<file path="config.mk">
export PLATFORM = sky130hd
export DESIGN_NAME = pe_flat
export DESIGN_NICKNAME = d
export VERILOG_FILES = /design/src/rtl/pe_pkg.sv /design/src/rtl/interface_pe.sv /design/src/rtl/pe_input_buffer.sv /design/src/rtl/pe.sv /design/src/flat_wrapper.sv
export SDC_FILE = /design/constraint.sdc
export NUM_CORES = 2
export LEC_CHECK = 0
export CAP_MARGIN = 20
export CORE_MARGIN = 2
export CORE_UTILIZATION = 44
export DETAILED_ROUTE_END_ITERATION = 7
export DONT_BUFFER_PORTS = 1
export SKIP_LAST_GASP = 1
export SLEW_MARGIN = 20
export SYNTH_ARGS = -nofsm -noshare
export SYNTH_HDL_FRONTEND = slang
export SYNTH_SLANG_ARGS = --single-unit
</file>
<file path="constraint.sdc">
create_clock -name clock -period 7.73 [get_ports clock]
set_input_delay 1.546 -clock clock [delete_from_list [all_inputs] [get_ports clock]]
set_output_delay 1.546 -clock clock [all_outputs]
set_load 0.05 [all_outputs]
</file>
<file path="src/rtl/pe_pkg.sv">
// pe_pkg: port numbering, header field positions and XY route helper for the mesh router.
package pe_pkg;
  typedef enum logic [2:0] {EAST = 3'd0, WEST = 3'd1, NORTH = 3'd2, SOUTH = 3'd3, LOCAL = 3'd4} port_e;
  localparam int NPORT = 5;
  localparam int X_HI = 15;
  localparam int X_LO = 8;
  localparam int Y_HI = 7;
  localparam int Y_LO = 0;
  function automatic port_e xy_route(input logic [15:0] hdr, input logic [15:0] addr);
    logic [7:0] dx, dy, lx, ly;
    dx = hdr[X_HI:X_LO];
    dy = hdr[Y_HI:Y_LO];
    lx = addr[X_HI:X_LO];
    ly = addr[Y_HI:Y_LO];
    return dx > lx ? EAST : dx < lx ? WEST : dy > ly ? NORTH : dy < ly ? SOUTH : LOCAL;
  endfunction
endpackage

</file>
<file path="src/rtl/interface_pe.sv">
// interface_pe: all link wires of one router, five ports each.
interface interface_pe #(parameter int FLIT_WIDTH = 32) ();
  logic [pe_pkg::NPORT-1:0][FLIT_WIDTH-1:0] data_i, data_o;
  logic [pe_pkg::NPORT-1:0] rx, credit_o, clock_rx, tx, credit_i, clock_tx;
  modport PE(input data_i, rx, clock_rx, credit_i, output data_o, credit_o, tx, clock_tx);
endinterface

</file>
<file path="src/rtl/pe_input_buffer.sv">
// pe_input_buffer: per-input FIFO with credit, packet-position tracking and last-flit flag.
module pe_input_buffer import pe_pkg::*; #(
  parameter int FLIT_WIDTH = 32,
  parameter int BUFFER_DEPTH = 16
) (
  input  logic                  clk,
  input  logic                  rst_n,
  input  logic [FLIT_WIDTH-1:0] data_i,
  input  logic                  rx_i,
  output logic                  credit_o,
  input  logic                  rd_i,
  output logic [FLIT_WIDTH-1:0] head_o,
  output logic                  valid_o,
  output logic                  header_o,
  output logic                  last_o
);
  localparam int AW = $clog2(BUFFER_DEPTH);
  typedef enum logic [1:0] {S_HDR, S_SIZE, S_BODY} state_e;
  logic [FLIT_WIDTH-1:0] mem_q [BUFFER_DEPTH];
  logic [FLIT_WIDTH-1:0] left_q;
  logic [AW-1:0] wr_q, rd_q;
  logic [AW:0] cnt_q;
  logic ready_q, wr;
  state_e state_q;
  // ready_q holds credit low until the first edge after reset release
  assign credit_o = ready_q && cnt_q != (AW+1)'(BUFFER_DEPTH);
  assign wr = rx_i && credit_o;
  assign valid_o = cnt_q != '0;
  assign head_o = mem_q[rd_q];
  assign header_o = state_q == S_HDR;
  assign last_o = (state_q == S_SIZE && head_o == '0) || (state_q == S_BODY && left_q == FLIT_WIDTH'(1));
  always_ff @(posedge clk) if (wr) mem_q[wr_q] <= data_i;
  always_ff @(posedge clk or negedge rst_n)
    if (!rst_n) begin
      ready_q <= 1'b0;
      wr_q <= '0;
      rd_q <= '0;
      cnt_q <= '0;
      left_q <= '0;
      state_q <= S_HDR;
    end else begin
      ready_q <= 1'b1;
      wr_q <= wr_q + AW'(wr);
      rd_q <= rd_q + AW'(rd_i);
      cnt_q <= cnt_q + (AW+1)'(wr) - (AW+1)'(rd_i);
      if (rd_i)
        case (state_q)
          S_HDR: state_q <= S_SIZE;
          S_SIZE: begin
            left_q <= head_o;
            state_q <= head_o == '0 ? S_HDR : S_BODY;
          end
          default: begin
            left_q <= left_q - 1'b1;
            state_q <= left_q == FLIT_WIDTH'(1) ? S_HDR : S_BODY;
          end
        endcase
    end
endmodule

</file>
<file path="src/rtl/pe.sv">
// pe: 5-port wormhole mesh router with XY routing, round-robin arbitration and credit flow control.
module pe import pe_pkg::*; #(
  parameter int          MEMORY_BUS_WIDTH = 32,
  parameter int          FLIT_WIDTH       = 32,
  parameter logic [15:0] ADDRESS          = 16'h0000,
  parameter int          MEMORY_SIZE      = 1024,
  parameter int          MEMORY_BASE      = 0,
  parameter int          BUFFER_DEPTH     = 16
) (
  input logic        clock,
  input logic        reset,
  interface_pe.PE    router
);
  logic [NPORT-1:0][FLIT_WIDTH-1:0] head;
  logic [NPORT-1:0] valid, header, last, rd, req, rel_in, rel_out, tx, conn_q, busy_q;
  port_e dest [NPORT];
  port_e in_out_q [NPORT];
  port_e out_in_q [NPORT];
  port_e ptr_q, gnt, idx;
  logic gnt_v;
  logic unused;
  assign unused = ^{router.clock_rx, MEMORY_BUS_WIDTH[0], MEMORY_SIZE[0], MEMORY_BASE[0]};
  assign router.clock_tx = {NPORT{clock}};
  assign router.tx = tx;
  for (genvar i = 0; i < NPORT; i++) begin : g_port
    pe_input_buffer #(.FLIT_WIDTH(FLIT_WIDTH), .BUFFER_DEPTH(BUFFER_DEPTH)) u_buf (
      .clk(clock), .rst_n(reset), .data_i(router.data_i[i]), .rx_i(router.rx[i]),
      .credit_o(router.credit_o[i]), .rd_i(rd[i]), .head_o(head[i]), .valid_o(valid[i]),
      .header_o(header[i]), .last_o(last[i])
    );
    assign dest[i] = xy_route(head[i][15:0], ADDRESS);
    assign req[i] = valid[i] && header[i] && !conn_q[i];
    assign rd[i] = conn_q[i] && tx[in_out_q[i]] && router.credit_i[in_out_q[i]];
    assign rel_in[i] = rd[i] && last[i];
    assign tx[i] = busy_q[i] && valid[out_in_q[i]];
    assign rel_out[i] = busy_q[i] && rel_in[out_in_q[i]];
    assign router.data_o[i] = tx[i] ? head[out_in_q[i]] : '0;
  end
  // an output freed on this edge may be granted again on the same edge
  always_comb begin
    gnt_v = 1'b0;
    gnt = EAST;
    idx = EAST;
    for (int k = 1; k <= NPORT; k++) begin
      idx = port_e'(3'((int'(ptr_q) + k) % NPORT));
      if (!gnt_v && req[idx] && (!busy_q[dest[idx]] || rel_out[dest[idx]])) begin
        gnt_v = 1'b1;
        gnt = idx;
      end
    end
  end
  always_ff @(posedge clock or negedge reset)
    if (!reset) begin
      conn_q <= '0;
      busy_q <= '0;
      ptr_q <= EAST;
      for (int i = 0; i < NPORT; i++) begin
        in_out_q[i] <= EAST;
        out_in_q[i] <= EAST;
      end
    end else begin
      for (int i = 0; i < NPORT; i++) begin
        if (rel_in[i]) conn_q[i] <= 1'b0;
        if (rel_out[i]) busy_q[i] <= 1'b0;
      end
      if (gnt_v) begin
        conn_q[gnt] <= 1'b1;
        in_out_q[gnt] <= dest[gnt];
        busy_q[dest[gnt]] <= 1'b1;
        out_in_q[dest[gnt]] <= gnt;
        ptr_q <= gnt;
      end
    end
endmodule

</file>
<file path="src/flat_wrapper.sv">
// flat-port wrapper written by rule: the top's interface ports become plain ports
module pe_flat import pe_pkg::*;
#(
  parameter int          MEMORY_BUS_WIDTH = 32,
  parameter int          FLIT_WIDTH       = 32,
  parameter logic [15:0] ADDRESS          = 16'h0000,
  parameter int          MEMORY_SIZE      = 1024,
  parameter int          MEMORY_BASE      = 0,
  parameter int          BUFFER_DEPTH     = 16
)
  (clock, reset, router_data_i, router_rx, router_clock_rx, router_credit_i, router_data_o, router_credit_o, router_tx, router_clock_tx);
  interface_pe #(.FLIT_WIDTH(FLIT_WIDTH)) router_i ();
  input logic clock;
  input logic reset;
  input wire logic [$bits(router_i.data_i)-1:0] router_data_i;
  input wire logic [$bits(router_i.rx)-1:0] router_rx;
  input wire logic [$bits(router_i.clock_rx)-1:0] router_clock_rx;
  input wire logic [$bits(router_i.credit_i)-1:0] router_credit_i;
  output wire logic [$bits(router_i.data_o)-1:0] router_data_o;
  output wire logic [$bits(router_i.credit_o)-1:0] router_credit_o;
  output wire logic [$bits(router_i.tx)-1:0] router_tx;
  output wire logic [$bits(router_i.clock_tx)-1:0] router_clock_tx;
  assign router_i.data_i = router_data_i;
  assign router_i.rx = router_rx;
  assign router_i.clock_rx = router_clock_rx;
  assign router_i.credit_i = router_credit_i;
  assign router_data_o = router_i.data_o;
  assign router_credit_o = router_i.credit_o;
  assign router_tx = router_i.tx;
  assign router_clock_tx = router_i.clock_tx;
  pe #(.MEMORY_BUS_WIDTH(MEMORY_BUS_WIDTH), .FLIT_WIDTH(FLIT_WIDTH), .ADDRESS(ADDRESS), .MEMORY_SIZE(MEMORY_SIZE), .MEMORY_BASE(MEMORY_BASE), .BUFFER_DEPTH(BUFFER_DEPTH)) u_core (.clock(clock), .reset(reset), .router(router_i));
endmodule
</file>
==> results.yml <==
route:
  first_iter_violations: 7474
  dr.pass1.iters: 6
  drc_errors: 0
  ant_nets: 0
  via_per_inst: 6.155
  wl_um: 346600
  wl_per_cell_um: 30.87
  num_vias: 69101
yosys:
  yosysSeqAreaShare: 0.6951
  synth_area_leaders: "edfxtp_1 64%, mux4_2 12%, dfrtp_1 5.6%"
  netlist_instances: 7126
  netlist_area_um2: 120200
  synthSimpleGateAreaFrac: 0.05607
  ys_ff_latch: 2828
  synthMuxAreaShare: 0.1421
  synth_compound_area_frac: 0.07001
  synth_top_area_share: 0.6393
  syn_nets: 7398
  synth_top_family_by_area: "multiplexers"
  ys_dominant_reg_cell: "edfxtp_1"
  synth-async-reset-ratio: 0.09477
  synthXorXnorAreaFrac: 0.004225
  yosysUniqueCellTypes: 109
  synth-edff-count: 2560
  synth_common_cells: "2,560 x edfxtp_1, 617 x mux4_2, 499 x nor2_1, 345 x a21oi_1"
  syn_area_per_cell_um2: 16.87
  synth_most_common_cell: "edfxtp_1"
  ys_warn_count: 0
  synth_top_area_cell: "edfxtp_1"
  synthAdderAreaFrac: 0.01026
grt:
  antenna_found_initial: 16
  use_met3: 0.06146
  met2_usage: 0.3933
  grt_pass1_vias: 68577
  grt_util_all_layers: 0.2452
  grt_util_met1: 0.3082
  busiest_layer: "met2"
  grt_max_degree: 269
  grt_overflow: 0
  grt_pass1_wl_um: 491400
timing:
  slew_headroom: 0.1882
  hold_viol: 0
  setup_viol: 0
  finalSetupTns_ps: 0
  fin_crit_sh: 0.9631
  final.setup_skew_ps: 32.80
  drv_slew: 0
  max_freq_ghz: 0.1343
  worstMarginPinSlew_ps: 1205
  whs_ps: 328.0
  fin_crit_ps: 7445
  rsz0062_at_grt: "false"
placed_design:
  place_congestion: 0.9569
  placed_cells: 10676
  dp_hpwl_um: 219400
  port_buffers: 0
clocking:
  cts_htree_levels: 5
  cts_setup_buffers: 0
  cts_buffers: 300
  clock_latency_ps: 940
  hold_buffers: 0
  clk_pin_slew_worst_paths_ps: 60
  cts_tree: "done"
  cts.sinks: 2828
  cts_resized: 0
  cts_root_buf: "clkbuf_16"
  cts_max_path_buffers: 4
final_layout:
  final_core_util: 0.5029
  fill_cells: 21954
  syn2layout_area_growth_pct: 13.43
  fin_cells: 11227
  num-nets-final: 7682
  drive_gt1_frac: 0.2174
worst_setup_path:
  crit_chain: "buf_4 -> mux4_2 -> mux4_2 -> or4_1 -> nor4_1 -> buf_4 -> a41oi_1 -> o32ai_1 -> nor3_1 -> a32o_1 -> a211oi_2 -> or4b_4 -> o221ai_1 -> o21a_1 -> or2_1 -> o221a_4 -> nand3_1 -> mux2_1"
  cpPeakStageDelay_ps: 950
  crit_slowest_cell: "dfrtp_2"
  critPathCaptureType: "flop"
  critical_path_class: "reg -> reg"
  cp-start-kind: "flop"
  regToRegEndpoint: "u_core.out_in_q[0]"
  cp_max_fo: 32
  required_ps: 8540
  r2r.worst_path.cells: 18
  r2r_slack_ps: 280
  reg2reg_from: "u_core.g_port[2].u_buf.rd_q[1]"
  worstPathArrival_ps: 8250
  crit_start: "u_core.g_port[2].u_buf.rd_q[1]"
floorplan:
  start_util: 0.4433
  die-height_um: 526.8
  core_um2: 271200
  dieArea_um2: 277500
  io_pins: 352
  floorplan.rows: 191
  die_w_um: 526.8
power:
  p_total_uw: 47540
  p_per_area_nw_per_um2: 348.6
  ir_worst_vdd_v: 0.0002630
  power_leakage_uw: 0.04448
flow_run:
  max_cap_viol_count: 0
worst_hold_path:
  worst_hold_path_type: "in -> async"
status:
  status: "finished clean"
## power by group
part	leakage (uW)	switching [uW]	internal (uW)
Clock	0.00477	6100	8330
Combinational	0.0133	9300	5060
Sequential	0.0264	919	17800
## state kept, by name (all words and copies together) (netlist names)
signal / count
u_core.busy_q: 5
u_core.conn_q: 5
u_core.g_port.u_buf.cnt_q: 25
u_core.g_port.u_buf.left_q: 160
u_core.g_port.u_buf.mem_q: 2560
u_core.g_port.u_buf.rd_q: 20
u_core.g_port.u_buf.ready_q: 1
u_core.g_port.u_buf.state_q: 10
u_core.g_port.u_buf.wr_q: 20
u_core.in_out_q: 10
u_core.out_in_q: 9
u_core.ptr_q: 3
## cell usage in the layout (no fill, tap or decap), drive strengths merged, types with 19 or more instances in the layout
cell type | netlist | routed
mux2 | 31 | 31
a221oi | 101 | 101
a22o | 28 | 28
nand3 | 100 | 100
a31oi | 19 | 19
o22ai | 33 | 33
edfxtp | 2560 | 2560
mux4 | 621 | 621
or4 | 29 | 29
mux2i | 273 | 273
nor2 | 499 | 499
nand4 | 40 | 40
or3 | 44 | 44
xnor2 | 41 | 41
nor4 | 53 | 53
a211oi | 90 | 90
nand2b | 37 | 37
clkbuf | 244 | 377
dfrtp | 268 | 268
nor3 | 116 | 116
a22oi | 228 | 228
clkinv | 6 | 118
nand2 | 303 | 303
o21ai | 320 | 320
ha | 89 | 89
bufinv | 0 | 28
buf | 178 | 404
inv | 111 | 126
a21oi | 345 | 345
and2 | 24 | 24
nor2b | 44 | 44
## per-layer routing
metal	share of wire	wire length, um	vias to the layer above
met5	0.000072	25	-
met4	0.059	20380	4
met3	0.084	29150	682
met2	0.47	164500	2827
met1	0.38	132500	36155
li1	-	-	29433
## how the worst max path moves through the flow
stage                                     to
final                     u_core.out_in_q[0]
after global routing      u_core.out_in_q[0]
after CTS                 u_core.out_in_q[0]
after detailed placement  u_core.out_in_q[0]
after global placement    u_core.out_in_q[0]
after floorplan           u_core.out_in_q[0]
## worst max-delay path: cells and delay by family, from the launching register on
| kind | cells | cell delay [ps] |
|---|---|---|
| AND/OR/NAND/NOR | 6 | 2400 |
| AO/OA/AOI/OAI | 7 | 1910 |
| flip-flops | 1 | 950 |
| multiplexers | 3 | 1470 |
| buffers and inverters | 2 | 550 |
## kinds of logic after synthesis
family                   count (synthesis)
buffers and inverters                  539
XOR/XNOR                                58
AND/OR/NAND/NOR                       1383
AO/OA/AOI/OAI                         1297
flip-flops                            2828
adder cells (fa/ha/maj)                 95
other                                    1
multiplexers                           925
## through the flow
stage,area [um2],worst slack (ps)
floorplan,120200,1163
global placement,126500,265.1
detailed placement,126500,335.1
CTS,136400,296.7
global route,136400,20.11
finish,136400,285.0
## cell type report
type,count,area [um2],share of cell area
flip-flops and latches,2828,83630,0.6131
repair buffers,404,3307,0.02424
clock buffers,377,7960,0.05836
well taps,3570,4467,0.03275
diodes,7,17.52,0.0001284
multi-input cells,3759,34690,0.2543
clock inverters,165,1893,0.01388
inverters,117,439.2,0.003220
(Power assumes the default switching activity.)
